===== src/rtl/sprite_pkg.sv =====
// rtl/sprite_pkg.sv - shared types and coordinate widths for the sprite position array
package sprite_pkg;

    typedef enum logic [1:0] {
        IDLE   = 2'd0,
        UPDATE = 2'd1,
        DONE   = 2'd2
    } state_t;

    localparam int X_W = 10;
    localparam int Y_W = 9;

endpackage


===== src/rtl/sprite_axis_step.sv =====
// rtl/sprite_axis_step.sv - combinational next-coordinate unit for one axis (step, then clamp or wrap)
module sprite_axis_step #(
    parameter int W    = 10,
    parameter int MIN  = 26,
    parameter int MAX  = 614,
    parameter int STEP = 1,
    parameter int WRAP = 0
) (
    input  logic [W-1:0] cur,
    input  logic         dec,
    input  logic         inc,
    output logic [W-1:0] nxt
);

    localparam logic signed [W+1:0] MIN_S  = (W+2)'(MIN);
    localparam logic signed [W+1:0] MAX_S  = (W+2)'(MAX);
    localparam logic signed [W+1:0] STEP_S = (W+2)'(STEP);
    localparam logic [W-1:0]        MIN_W  = W'(MIN);
    localparam logic [W-1:0]        MAX_W  = W'(MAX);

    logic signed [W+1:0] raw;

    // Two guard bits keep a step below zero negative instead of wrapping to a large value.
    always_comb begin
        raw = signed'({2'b00, cur});
        if (dec && !inc) begin
            raw = raw - STEP_S;
        end else if (inc && !dec) begin
            raw = raw + STEP_S;
        end

        if (raw < MIN_S) begin
            nxt = (WRAP != 0) ? MAX_W : MIN_W;
        end else if (raw > MAX_S) begin
            nxt = (WRAP != 0) ? MIN_W : MAX_W;
        end else begin
            nxt = raw[W-1:0];
        end
    end

endmodule


===== src/rtl/sprite_position_array.sv =====
// rtl/sprite_position_array.sv - N-sprite (x,y) position store with per-frame sweep update and teleport load
module sprite_position_array
    import sprite_pkg::*;
#(
    parameter int N_SPRITES     = 4,
    parameter int SCREEN_WIDTH  = 640,
    parameter int SCREEN_HEIGHT = 480,
    parameter int PAD_X         = 10,
    parameter int PAD_Y         = 10,
    parameter int SPRITE_W      = 32,
    parameter int SPRITE_H      = 32,
    parameter int START_X       = 320,
    parameter int START_Y       = 454,
    parameter int STEP_X        = 1,
    parameter int STEP_Y        = 1,
    parameter int WRAP_X        = 0,
    parameter int WRAP_Y        = 0,
    localparam int ID_W         = (N_SPRITES > 1) ? $clog2(N_SPRITES) : 1
) (
    input  logic                     CLOCK_50,
    input  logic                     global_reset_n,
    input  logic                     frame_tick,
    input  logic [N_SPRITES-1:0]     dir_left,
    input  logic [N_SPRITES-1:0]     dir_right,
    input  logic [N_SPRITES-1:0]     dir_up,
    input  logic [N_SPRITES-1:0]     dir_down,
    input  logic                     load_valid,
    input  logic [ID_W-1:0]          load_id,
    input  logic [X_W-1:0]           load_x,
    input  logic [Y_W-1:0]           load_y,
    output logic [N_SPRITES*X_W-1:0] pos_x,
    output logic [N_SPRITES*Y_W-1:0] pos_y,
    output logic                     busy,
    output logic                     update_done,
    output logic                     tick_dropped
);

    localparam int MIN_X = SPRITE_W / 2 + PAD_X;
    localparam int MAX_X = SCREEN_WIDTH - SPRITE_W / 2 - PAD_X;
    localparam int MIN_Y = SPRITE_H / 2 + PAD_Y;
    localparam int MAX_Y = SCREEN_HEIGHT - SPRITE_H / 2 - PAD_Y;

    localparam logic [X_W-1:0]  MIN_XV   = X_W'(MIN_X);
    localparam logic [X_W-1:0]  MAX_XV   = X_W'(MAX_X);
    localparam logic [Y_W-1:0]  MIN_YV   = Y_W'(MIN_Y);
    localparam logic [Y_W-1:0]  MAX_YV   = Y_W'(MAX_Y);
    localparam logic [ID_W-1:0] LAST_IDX = ID_W'(N_SPRITES - 1);
    localparam logic [ID_W:0]   N_ID     = (ID_W + 1)'(N_SPRITES);

    state_t                 state_q, state_d;
    logic [ID_W-1:0]        idx_q, idx_d;
    logic [N_SPRITES-1:0]   snap_left_q, snap_left_d;
    logic [N_SPRITES-1:0]   snap_right_q, snap_right_d;
    logic [N_SPRITES-1:0]   snap_up_q, snap_up_d;
    logic [N_SPRITES-1:0]   snap_down_q, snap_down_d;
    logic [X_W-1:0]         x_q [N_SPRITES];
    logic [X_W-1:0]         x_d [N_SPRITES];
    logic [Y_W-1:0]         y_q [N_SPRITES];
    logic [Y_W-1:0]         y_d [N_SPRITES];
    logic                   busy_q, busy_d;
    logic                   done_q, done_d;
    logic                   drop_q, drop_d;

    logic [X_W-1:0]         step_x_nxt;
    logic [Y_W-1:0]         step_y_nxt;

    function automatic logic [X_W-1:0] clamp_x(input logic [X_W-1:0] v);
        if (v < MIN_XV) return MIN_XV;
        if (v > MAX_XV) return MAX_XV;
        return v;
    endfunction

    function automatic logic [Y_W-1:0] clamp_y(input logic [Y_W-1:0] v);
        if (v < MIN_YV) return MIN_YV;
        if (v > MAX_YV) return MAX_YV;
        return v;
    endfunction

    // One step unit per axis, time-shared across sprites by the sweep index.
    sprite_axis_step #(
        .W(X_W), .MIN(MIN_X), .MAX(MAX_X), .STEP(STEP_X), .WRAP(WRAP_X)
    ) u_step_x (
        .cur (x_q[idx_q]),
        .dec (snap_left_q[idx_q]),
        .inc (snap_right_q[idx_q]),
        .nxt (step_x_nxt)
    );

    sprite_axis_step #(
        .W(Y_W), .MIN(MIN_Y), .MAX(MAX_Y), .STEP(STEP_Y), .WRAP(WRAP_Y)
    ) u_step_y (
        .cur (y_q[idx_q]),
        .dec (snap_up_q[idx_q]),
        .inc (snap_down_q[idx_q]),
        .nxt (step_y_nxt)
    );

    always_comb begin
        state_d      = state_q;
        idx_d        = idx_q;
        snap_left_d  = snap_left_q;
        snap_right_d = snap_right_q;
        snap_up_d    = snap_up_q;
        snap_down_d  = snap_down_q;
        x_d          = x_q;
        y_d          = y_q;
        drop_d       = frame_tick && (state_q != IDLE);

        case (state_q)
            IDLE: begin
                if (frame_tick) begin
                    snap_left_d  = dir_left;
                    snap_right_d = dir_right;
                    snap_up_d    = dir_up;
                    snap_down_d  = dir_down;
                    idx_d        = '0;
                    state_d      = UPDATE;
                end
            end
            UPDATE: begin
                x_d[idx_q] = step_x_nxt;
                y_d[idx_q] = step_y_nxt;
                if (idx_q == LAST_IDX) begin
                    state_d = DONE;
                end else begin
                    idx_d = idx_q + ID_W'(1);
                end
            end
            DONE: begin
                state_d = IDLE;
            end
            default: begin
                state_d = IDLE;
            end
        endcase

        // Applied after the sweep write so a load to the same sprite overrides the step.
        if (load_valid && ({1'b0, load_id} < N_ID)) begin
            x_d[load_id] = clamp_x(load_x);
            y_d[load_id] = clamp_y(load_y);
        end

        busy_d = (state_d != IDLE);
        done_d = (state_d == DONE);
    end

    always_ff @(posedge CLOCK_50 or negedge global_reset_n) begin
        if (!global_reset_n) begin
            state_q      <= IDLE;
            idx_q        <= '0;
            snap_left_q  <= '0;
            snap_right_q <= '0;
            snap_up_q    <= '0;
            snap_down_q  <= '0;
            for (int i = 0; i < N_SPRITES; i++) begin
                x_q[i] <= X_W'(START_X);
                y_q[i] <= Y_W'(START_Y);
            end
            busy_q       <= 1'b0;
            done_q       <= 1'b0;
            drop_q       <= 1'b0;
        end else begin
            state_q      <= state_d;
            idx_q        <= idx_d;
            snap_left_q  <= snap_left_d;
            snap_right_q <= snap_right_d;
            snap_up_q    <= snap_up_d;
            snap_down_q  <= snap_down_d;
            x_q          <= x_d;
            y_q          <= y_d;
            busy_q       <= busy_d;
            done_q       <= done_d;
            drop_q       <= drop_d;
        end
    end

    for (genvar g = 0; g < N_SPRITES; g++) begin : g_pack
        assign pos_x[g*X_W +: X_W] = x_q[g];
        assign pos_y[g*Y_W +: Y_W] = y_q[g];
    end

    assign busy         = busy_q;
    assign update_done  = done_q;
    assign tick_dropped = drop_q;

endmodule


===== config.mk =====
export PLATFORM = sky130hd
export DESIGN_NAME = sprite_position_array
export DESIGN_NICKNAME = d
export VERILOG_FILES = /design/src/rtl/sprite_pkg.sv /design/src/rtl/sprite_axis_step.sv /design/src/rtl/sprite_position_array.sv
export SDC_FILE = /design/constraint.sdc
export NUM_CORES = 1
export LEC_CHECK = 0
export ABC_AREA = 0
export CORE_ASPECT_RATIO = 1.5
export CORE_UTILIZATION = 48
export CTS_CLUSTER_SIZE = 28
export DETAILED_ROUTE_END_ITERATION = 10
export PLACE_DENSITY = 0.77
export SETUP_SLACK_MARGIN = 0.15
export SLEW_MARGIN = 0
export SYNTH_ARGS = -nofsm -noshare
export SYNTH_HDL_FRONTEND = slang
export SYNTH_SLANG_ARGS = --single-unit

===== constraint.sdc =====
create_clock -name CLOCK_50 -period 3.44 [get_ports CLOCK_50]
set_input_delay 0.344 -clock CLOCK_50 [delete_from_list [all_inputs] [get_ports CLOCK_50]]
set_output_delay 0.344 -clock CLOCK_50 [all_outputs]
set_load 0.02 [all_outputs]

[Yosys cells after proc, flatten, opt, wreduce, memory -nomap -nowiden]
Cells that the tools add are included.
Word-level totals
  flip-flop bits (word level): 99
  input bits: 41
  logic and storage cells: 123
Cells by class
  add/sub/neg operators: 5
  magnitude comparators: 13
  equality and inequality tests: 5
  multiplexer cells: 64
  bitwise operators: 2
  reductions and logical operators: 17
Operators with widths (number)
  10-bit 2-to-1 mux: 11
  9-bit 2-to-1 mux: 11
  40-bit bitwise mux: 2
  40-bit 2-to-1 mux: 2
  36-bit bitwise mux: 2
  36-bit 2-to-1 mux: 2
  10-bit demux with 2-bit select: 2
  9-bit demux with 2-bit select: 2
  12-bit 2-to-1 mux: 2
  11-bit 2-to-1 mux: 2
  10-bit binary-select mux with 2-bit select: 1
  9-bit binary-select mux with 2-bit select: 1
  1-bit 2-to-1 mux: 14
  12-bit by 11-bit greater-than comparator with 1-bit output (second input constant): 1
  12-bit by 6-bit less-than comparator with 1-bit output (second input constant): 1
  10-bit by 1-bit adder with 11-bit output (second input constant): 1
  11-bit by 10-bit greater-than comparator with 1-bit output (second input constant): 1
  11-bit by 6-bit less-than comparator with 1-bit output (second input constant): 1
  10-bit by 1-bit subtractor with 11-bit output (second input constant): 1
  9-bit by 1-bit adder with 10-bit output (second input constant): 1
  10-bit greater-than comparator (second input constant): 1
  10-bit by 5-bit less-than comparator with 1-bit output (second input constant): 1
  9-bit by 1-bit subtractor with 10-bit output (second input constant): 1
  9-bit greater-than comparator (second input constant): 1
  18 further kinds: 41

[Logic depth before layout (Yosys ltp)]
Gate-level depths: netlist of run 1.
  word-level depth: 14
  depth in mapped cells: 15
  depth with buffers taken out: 13

[Cells and area by module]
Synthesis of run 1 repeated with hierarchy kept, for this count alone.
Unflattened totals
  cell total of the unflattened synthesis: 582
  area, all modules: 6401.1 sq um
Modules (own cells, without submodules)
  sprite_position_array: instances 1, cells each 425, area each 5257.5 sq um
  sprite_axis_step (u_step_x): instances 1, cells each 80, area each 585.6 sq um
  sprite_axis_step (u_step_y): instances 1, cells each 77, area each 558.0 sq um

[Least setup slack after synthesis of run 1]
Ideal clock, no wire load.
  path type: register to register
  from: register idx_q[0]
  to: register y_q, in the netlist pos_y[10]
  arrival time: 3510 ps
  setup slack: -154 ps
  cell stages (with the launch flop): 14
  path through: dfrtp_1 > buf_6 > mux4_2 > inv_1 > ha_1 > inv_1 > or4b_1 > o22ai_1 > xor2_1 > o311ai_1 > a21oi_1 > o32ai_2 > nand2b_1 > a221o_1
RTL lines
  from (decl): RTL line sprite_position_array.sv:51  | logic [ID_W-1:0] idx_q, idx_d;
  from (signal assigned): RTL line sprite_position_array.sv:164  | idx_q <= idx_d;
  to (signal, indexed assignment): RTL line sprite_position_array.sv:157  | y_q[i] <= Y_W'(START_Y);
  to (signal assigned): RTL line sprite_position_array.sv:170  | y_q <= y_d;
  to (decl): RTL line sprite_position_array.sv:58  | logic [Y_W-1:0] y_q [N_SPRITES];

==> summary.txt, run 1 <==
Yosys
  • Number of synthesized flops with an enable pin: 0
  • Top-area cell type share of the netlist area: between 20% and 30%
  • Ranking of synthesized cells by area: dfrtp_1 27%, dfstp_2 11%, mux4_2 7.3%
  • Post-synthesis sequential area ratio: around two fifths
  • Post-synth top cells: 91 x nand2_1, 74 x nor2_1, 71 x dfrtp_1
  • Post-Syn Instances: a little over 700
  • Post-synth ARST share: 100%
  • Yosys cell types: just under 70
  • Yosys Warn Count: 0
  • Synth Cell Area: 6460 um2
  • Mean Syn Cell Area: 9.15 um2
  • Seq cells post-synth: ~100
  • Syn Nets: 755
  • Most numerous cell in the Yosys netlist: nand2_1
  • Area leader, netlist: dfrtp_1
  • Main synth FF type: dfrtp_1

Cells and area
  • Final non-filler cell total: about 1.1k
  • N_diodes: 0
  • Final Util: 71.0%
  • Nets: between 900 and 1k
  • Layout cells sized above 1: roughly a third
  • P&R area growth vs syn: 43.8%

STA
  • Final worst path period share: 104%
  • Pins Over Slew Limit: 0
  • Worst Tran Pin Value: roughly 0.84 ns
  • Slew headroom: ~44%
  • Clk_skew: 0.00955 ns
  • Setup TNS: -2.05 ns
  • Hold Vio Cnt, Final: 0
  • Setup-failing EPs final: 27
  • Hold slack: approximately 0.07 ns
  • RSZ-0062 raised after global routing: yes
  • Post-route setup slack: -0.138 ns
  • Min Tclk post-route: roughly 3.6 ns
  • Fmax: approximately 0.28 GHz

Drt
  • ANT nets after route: 0
  • Via Count: 6,867
  • DR DRC count: 0
  • DR iter-0 viols: approximately 600
  • Vias per cell: about 6.5
  • Router iterations before antenna repair: 5
  • Final wirelength: 23,400 um
  • Per-cell routed wire length: between 20 and 25 um

Global route
  • Largest net degree at the start of global routing: 68
  • Vias in the first global route: about 6.9k
  • GRT Util Overall: around 33%
  • First-pass GRT wire length: roughly 35,000 um
  • Total grt overflow: 0
  • Initial antenna violation count: 0

Floorplanning
  • DIE WIDTH: 96.7 um
  • Ports: 120
  • Core Area: between 10,000 and 15,000 um2
  • Die area: 13,900 um2
  • Die Height: 144 um
  • Initial Utilization: 49.4%
  • # rows: 51

Place
  • Dpl cells: between 1k and 1.5k
  • DP Wirelength: ~17,000 um
  • Placer congestion estimate: just under 1
  • Port bufs: 119

Critical path
  • Startpoint types: register
  • Worst Setup End Kind: register
  • Req. time, crit path: about 3.7 ns
  • WS Path Type: register to register
  • CP arrival: around 3.8 ns
  • CP max FO: 4

Clock network
  • # hold bufs at CTS: 0
  • Worst-Skew Late Latency: between 0.3 and 0.4 ns
  • CTS tree: done
  • CTS max path bufs: 2
  • Clock Sinks: 99
  • Root Buffer: clkbuf_16
  • Cts bufs inserted: 9
  • CTS clk-pin slew, worst paths: 0.07 ns
  • H-tree levels: 3

Run status
  • Outcome: finished with violations
  • Failing checks: setup timing

Job
  • Max-cap violation count: 0

Min path
  • HP Class: primary input to asynchronous set/reset pin
[worst max-delay path: stages, from the launching register on]
cell	delay, ns
dfrtp_2	0.43
buf_12	0.13
mux4_2	0.53
inv_2	0.10
ha_4	0.15
o211ai_1	0.13
buf_4	0.18
buf_6	0.11
a211oi_4	0.27
o21a_2	0.20
o22ai_4	0.10
buf_6	0.14
a2111oi_4	0.37
a21oi_4	0.13
buf_6	0.14
o21a_4	0.12
mux2i_1	0.15
o21ai_1	0.08
[cell usage in the layout (no fill, tap or decap), drive strengths merged, types with 16 or more instances in the layout]
| cell | instances |
|---|---|
| buf | 93 |
| inv | 18 |
| dfstp | 28 |
| mux2 | 19 |
| nand3 | 19 |
| nand2 | 92 |
| nor2 | 74 |
| mux2i | 16 |
| clkdlybuf4s50 | 118 |
| o22ai | 22 |
| dfrtp | 71 |
| a21oi | 57 |
| o21ai | 72 |
| mux4 | 23 |
[routing by layer]
layer | GRT usage [%] | vias up | share of wire, %
met2 | 58.7 | 415 | 51
met1 | 34.4 | 3359 | 34
li1 | - | 2968 | -
met3 | 5.51 | 125 | 7.3
met5 | 0 | - | 0
met4 | 24.6 | 0 | 7.3
[area by class of cell]
type                            count  area, um2
Clock buffer                       11        253
Fill cell                         933       3790
Multi-Input combinational cell    556       4230
Timing Repair Buffer              211       1990
Sequential cell                    99       2510
Clock inverter                      5       45.0
Tap cell                          159        199
Inverter                           16       60.1
[sequential cells by signal, indices dropped and copies added (netlist names)]
register      cells
snap_down_q       4
snap_up_q         4
update_done       1
state_q           2
pos_y            36
pos_x            40
snap_left_q       4
snap_right_q      4
tick_dropped      1
idx_q             2
busy              1
[stage by stage]
stage	worst slack, ns	instance area [um2]
floorplan	-0.00283	6520
global placement	-0.0773	8280
detailed placement	-0.141	8280
CTS	-0.0684	8910
global route	-0.269	9290
finish	-0.138	9290
[logic make-up after synthesis]
family	synth area share, %
simple gates	19.4
buf+inv	3.74
mux	14.3
flops	38.9
xor+xnor	1.49
fa+ha+maj	1.55
compound gates	20.6
[path summary, 6_finish.rpt]
check | start | endpoint | slack, ns | depth (start not counted)
min in group CLOCK_50 | pos_y[35] | pos_y[35] | 0.51 | 2
hold / removal | global_reset_n | pos_x[23] | 0.07 | 1
setup reg to reg | idx_q[0] | pos_x[15] | -0.14 | 17
hold reg to reg | pos_y[35] | pos_y[35] | 0.51 | 2
setup / recovery | idx_q[0] | pos_x[15] | -0.14 | 17
max in group asynchronous | global_reset_n | pos_x[26] | 2.51 | 2
[repair_timing]
item                                    4_1_cts  5_1_grt
endpoints found under the hold margin         0        0
endpoints found under the setup margin       56       76
gates resized for setup                      45       81
pin swaps                                    25       43
buffers inserted                             14       11
Power of run 1 is not shown: default switching activity piles up to over one toggle a cycle in this logic, so the estimate is an artifact.
==> run 2: changes to the inputs <==
--- a/config.mk
+++ b/config.mk
@@ -10,6 +10,7 @@
 export CORE_UTILIZATION = 48
 export CTS_CLUSTER_SIZE = 28
 export DETAILED_ROUTE_END_ITERATION = 10
+export GPL_ROUTABILITY_DRIVEN = 0
 export PLACE_DENSITY = 0.77
 export SETUP_SLACK_MARGIN = 0.15
 export SLEW_MARGIN = 0
==> summary.txt, run 2 (synthesis results as in run 1) <==
Critical path
  • CP arrival: roughly 3.7 ns
  • CP max FO: 8
  • Most frequent CP cell: nand2_2
  • Worst Setup End Kind: register
  • Req. time, crit path: between 3 and 4 ns
  • Buffers & Inverters on Critical Path: 2
  • Crit path max-delay family: compound AO/OA/AOI/OAI gates
  • CP peak stage delay: around 0.6 ns
  • Slowest cell on the critical path: mux4_2
  • Startpoint types: register
  • Ordered cell list for the critical path: buf_12 -> mux4_2 -> inv_2 -> ha_4 -> o211ai_1 -> a211oi_2 -> a31oi_2 -> xnor2_2 -> o311ai_4 -> nand2_2 -> mux2i_4 -> nand2_2 -> a221o_1
  • WS Path Type: register to register

Cells and area
  • N_diodes: 0
  • Max reg flops: 40
  • Most frequent cells in the layout: 118 x clkdlybuf4s50_1, 86 x nand2_1, 76 x buf_4, 72 x nor2_1, 69 x dfrtp_1
  • Nets: 938
  • P&R area growth vs syn: 42.3%
  • Layout cells sized above 1: between 20% and 30%
  • Most common cell after layout, fill and taps aside: clkdlybuf4s50_1

Global route
  • Vias in the first global route: a little under 7k
  • Total grt overflow: 0
  • Largest net degree at the start of global routing: 62
  • First-pass GRT wire length: roughly 35,000 um
  • Initial antenna violation count: 0
  • GRT Util Overall: 31.8%

Drt
  • DR iter-0 viols: roughly 840
  • Router iterations before antenna repair: 5
  • DR DRC count: 0
  • Final wirelength: about 24,000 um
  • ANT nets after route: 0
  • Via Count: 6,837
  • Vias per cell: between 6 and 7
  • Per-cell routed wire length: 22.6 um

STA
  • Min Tclk post-route: approximately 3.5 ns
  • Setup-failing EPs final: 12
  • Slew headroom: 43.3%
  • Setup TNS: -0.333 ns
  • RSZ-0062 raised after global routing: yes
  • Worst Tran Pin Value: approximately 0.85 ns
  • Post-route setup slack: -0.0829 ns
  • Clk_skew: 0.00764 ns
  • Hold Vio Cnt, Final: 0
  • Pins Over Slew Limit: 0
  • Final worst path period share: 102%
  • Fmax: 0.284 GHz

Min path
  • HP Class: primary input to asynchronous set/reset pin

Clock network
  • Root Buffer: clkbuf_16
  • CTS tree: done
  • CTS max path bufs: 2
  • Cts bufs inserted: 9
  • # hold bufs at CTS: 0
  • CTS clk-pin slew, worst paths: 0.07 ns
  • Clock Sinks: slightly below 100
  • Worst-Skew Late Latency: between 0.3 and 0.4 ns
  • H-tree levels: 3

Floorplanning
  • Core Area: between 10,000 and 15,000 um2
  • Ports: 120
  • Die area: between 10,000 and 15,000 um2
  • Die Height: between 100 and 150 um
  • # rows: between 50 and 60
  • Initial Utilization: 49.4%
  • DIE WIDTH: approximately 97 um

Place
  • DP Wirelength: about 16,000 um
  • Port bufs: roughly 120

Run status
  • Outcome: finished with violations
  • Failing checks: setup timing

Job
  • Max-cap violation count: 0
## run 2: cell types whose count changed in the layout (fill, tap and decap cells not counted), sizes merged
cell	change
buf	-4
bufinv	+2
clkbuf	+1
clkinv	-1
clkinvlp	-1
inv	-1
## run 2: per-layer routing
layer | vias to the layer above | part of all wire (%) | track usage (%)
li1 | 2955 | - | -
met1 | 3247 | 33 | 34.3
met2 | 488 | 51 | 56.6
met3 | 147 | 8.6 | 5.65
met4 | 0 | 7.3 | 22.1
met5 | - | 0 | 0
## run 2: area by class of cell
cell class / instances / area, um2
well taps: 159 / 199
inverters: 16 / 60.1
repair buffers: 207 / 1920
clock buffers: 12 / 246
multi-input cells: 556 / 4180
clock inverters: 4 / 73.8
fillers: 921 / 3880
flip-flops and latches: 99 / 2510
## run 2: per-stage QoR
step                      hold slack, ns  std cells  setup slack [ns]  util, %  instance area (um2)
after floorplan                   0.0484        706          -0.00283        -                 6520
after global placement             0.456       1008           -0.0269     62.7                 8200
after detailed placement           0.468       1008            -0.111     62.7                 8200
after CTS                          0.102       1035            0.0500     66.8                 8740
after global routing               0.133       1053            -0.183     70.3                 9200
final                             0.0675       1053           -0.0829     70.3                 9200
## run 2: worst paths after layout
kind,from,slack (ns),to,cells past startpoint
worst max-delay path,idx_q[0],-0.08,pos_x[31],13
max in group asynchronous,global_reset_n,2.62,pos_x[6],2
worst max register to register,idx_q[0],-0.08,pos_x[31],13
worst min-delay path,global_reset_n,0.07,pos_x[2],1
worst min register to register,pos_y[35],0.51,pos_y[35],2
min in group CLOCK_50,pos_y[35],0.51,pos_y[35],2
## run 2: what timing repair did
action | in CTS | in global routing
gates resized for setup | 31 | 76
pin swaps | 16 | 42
buffers inserted | 11 | 18
setup endpoints to repair | 56 | 56
## run 2: worst register-to-register path, stage by stage (launching register included)
cell and delay (ns):
dfrtp_2 0.37, buf_12 0.14, mux4_2 0.60, inv_2 0.12
ha_4 0.14, o211ai_1 0.23, a211oi_2 0.33, a31oi_2 0.08
xnor2_2 0.23, o311ai_4 0.39, nand2_2 0.12, mux2i_4 0.19
nand2_2 0.12, a221o_1 0.35
Power of run 2 is left out for the same reason.
==> run 3: changes to the inputs <==
--- a/config.mk
+++ b/config.mk
@@ -7,11 +7,12 @@
 export LEC_CHECK = 0
 export ABC_AREA = 0
 export CORE_ASPECT_RATIO = 1.5
-export CORE_UTILIZATION = 48
+export CORE_MARGIN = 3
+export CORE_UTILIZATION = 53
 export CTS_CLUSTER_SIZE = 28
 export DETAILED_ROUTE_END_ITERATION = 10
 export GPL_ROUTABILITY_DRIVEN = 0
-export PLACE_DENSITY = 0.77
+export PLACE_DENSITY = 0.81
 export SETUP_SLACK_MARGIN = 0.15
 export SLEW_MARGIN = 0
 export SYNTH_ARGS = -nofsm -noshare
==> constraint.sdc (replaced) <==
create_clock -name CLOCK_50 -period 3.45 [get_ports CLOCK_50]
set_input_delay 0.345 -clock CLOCK_50 [delete_from_list [all_inputs] [get_ports CLOCK_50]]
set_output_delay 0.345 -clock CLOCK_50 [all_outputs]
set_load 0.02 [all_outputs]
==> summary.txt, run 3 (synthesis results as in run 1) <==
STA
  • Worst Tran Pin Value: approximately 0.85 ns
  • Setup-failing EPs final: 53
  • Pins Over Slew Limit: 0
  • Min Tclk post-route: 3.75 ns
  • RSZ-0062 raised after global routing: yes
  • Hold Vio Cnt, Final: 0
  • Final worst path period share: 109%
  • Hold slack: 0.485 ns
  • Clk_skew: 0.0122 ns
  • Fmax: 0.266 GHz
  • Slew headroom: a little over two fifths
  • Post-route setup slack: -0.304 ns

Critical path
  • WS Path Type: register to register
  • Worst Setup End Kind: register
  • CP max FO: 8
  • Startpoint types: register
  • CP arrival: approximately 4.0 ns
  • Req. time, crit path: approximately 3.7 ns

Floorplanning
  • Core Area: 11,700 um2
  • Initial Utilization: between 50% and 60%
  • Ports: 120
  • Die Height: 141 um
  • DIE WIDTH: 96.2 um
  • # rows: 48
  • Die area: roughly 14,000 um2

Drt
  • Per-cell routed wire length: roughly 26 um
  • Met1 WL: between 8000 and 9000 um
  • Router iterations before antenna repair: 7
  • DR DRC count: 0
  • Uppermost layer routed: met4
  • Vias per cell: 7.21
  • ANT nets after route: 0
  • Via Count: 7,602
  • Met3 WL: 3090 um
  • Met2 WL: 13,400 um
  • Final wirelength: about 28,000 um
  • DR iter-0 viols: about 990

Clock network
  • H-tree levels: 3
  • Root Buffer: clkbuf_16
  • CTS tree: done
  • Cts bufs inserted: 9
  • Clock Sinks: between 90 and 100
  • CTS clk-pin slew, worst paths: roughly 0.08 ns
  • CTS max path bufs: 2
  • Worst-Skew Late Latency: roughly 0.36 ns

Cells and area
  • Most frequent cells in the layout: 118 x clkdlybuf4s50_1, 84 x nand2_1, 84 x buf_4, 70 x nor2_1, 70 x dfrtp_1
  • N_diodes: 0
  • Reg area: roughly 2500 um2
  • Max reg flops: 40
  • Area of the multi-input gates: about 4300 um2
  • P&R area growth vs syn: 45.5%
  • Fillers: 671
  • Most common cell after layout, fill and taps aside: clkdlybuf4s50_1
  • Nets: ~950
  • Layout cells sized above 1: about a third

Global route
  • Initial antenna violation count: 0
  • Vias in the first global route: around 7.5k
  • First-pass GRT wire length: about 40,000 um
  • GRT Util Overall: 38.7%
  • Total grt overflow: 0
  • Largest net degree at the start of global routing: around 40

Run status
  • Failing checks: setup timing
  • Outcome: finished with violations

Place
  • DP Wirelength: between 15,000 and 20,000 um
  • Port bufs: ~120

Min path
  • HP Class: primary input to asynchronous set/reset pin

Job
  • Max-cap violation count: 0
-- run 3: cell count changes in the layout (fill, tap and decap cells not counted), sizes merged --
cell,previous run,this run
inv,17,18
bufinv,2,1
clkinvlp,0,1
clkinv,1,0
dlygate4sd3,0,1
buf,89,98
-- run 3: layout make-up --
type / instances / area share [%]
multi-input cells: 556 / 46.0
clock inverters: 4 / 0.585
inverters: 16 / 0.639
clock buffers: 12 / 2.73
flip-flops and latches: 99 / 26.7
repair buffers: 217 / 21.4
well taps: 150 / 2.00
-- run 3: path summary, 6_finish.rpt --
check / start / end / slack, ns / cells after the start
worst min-delay path: global_reset_n / pos_x[27] / 0.48 / 2
min in group CLOCK_50: pos_y[24] / pos_y[24] / 0.51 / 2
worst max-delay path: idx_q[0] / pos_x[11] / -0.30 / 14
max in group asynchronous: global_reset_n / pos_x[16] / 2.03 / 3
worst min register to register: pos_y[24] / pos_y[24] / 0.51 / 2
worst max register to register: idx_q[0] / pos_x[11] / -0.30 / 14
-- run 3: metal layers --
| layer | global-route usage, % | up-vias |
|---|---|---|
| li1 | - | 2977 |
| met1 | 42.7 | 3516 |
| met2 | 60.8 | 823 |
| met3 | 9.72 | 286 |
| met4 | 32.7 | 0 |
| met5 | 0 | - |
-- run 3: stage by stage --
stage	worst slack [ns]	area, um2	cells	util, %	TNS (ns)
2_1_floorplan	0.00717	6520	706	-	0
3_3_place_gp	0.0471	8090	986	69.1	0
3_5_place_dp	-0.132	8090	986	69.1	-0.834
4_1_cts	-0.0849	9030	1037	77.1	-0.759
5_1_grt	-0.380	9410	1054	80.3	-13.70
6_report	-0.304	9410	1054	80.3	-9.43
-- run 3: worst max-delay path, cell delays in order, from the launching register on --
cell and delay, ns:
dfrtp_2 0.41, buf_12 0.11, buf_12 0.12, mux4_2 0.58
inv_2 0.12, ha_4 0.16, o211ai_1 0.27, a211oi_2 0.30
a31oi_2 0.09, xnor2_2 0.45, a2111oi_4 0.18, buf_4 0.18
mux2i_4 0.18, nand2_2 0.12, a221o_1 0.35
-- run 3: repair_timing --
item,in CTS,in global routing
setup endpoints to repair,56,69
hold buffers,1,0
pin swaps,54,45
endpoints found under the hold margin,18,0
gates resized for setup,78,58
setup buffers,34,17
Power of run 3 is left out for the same reason.
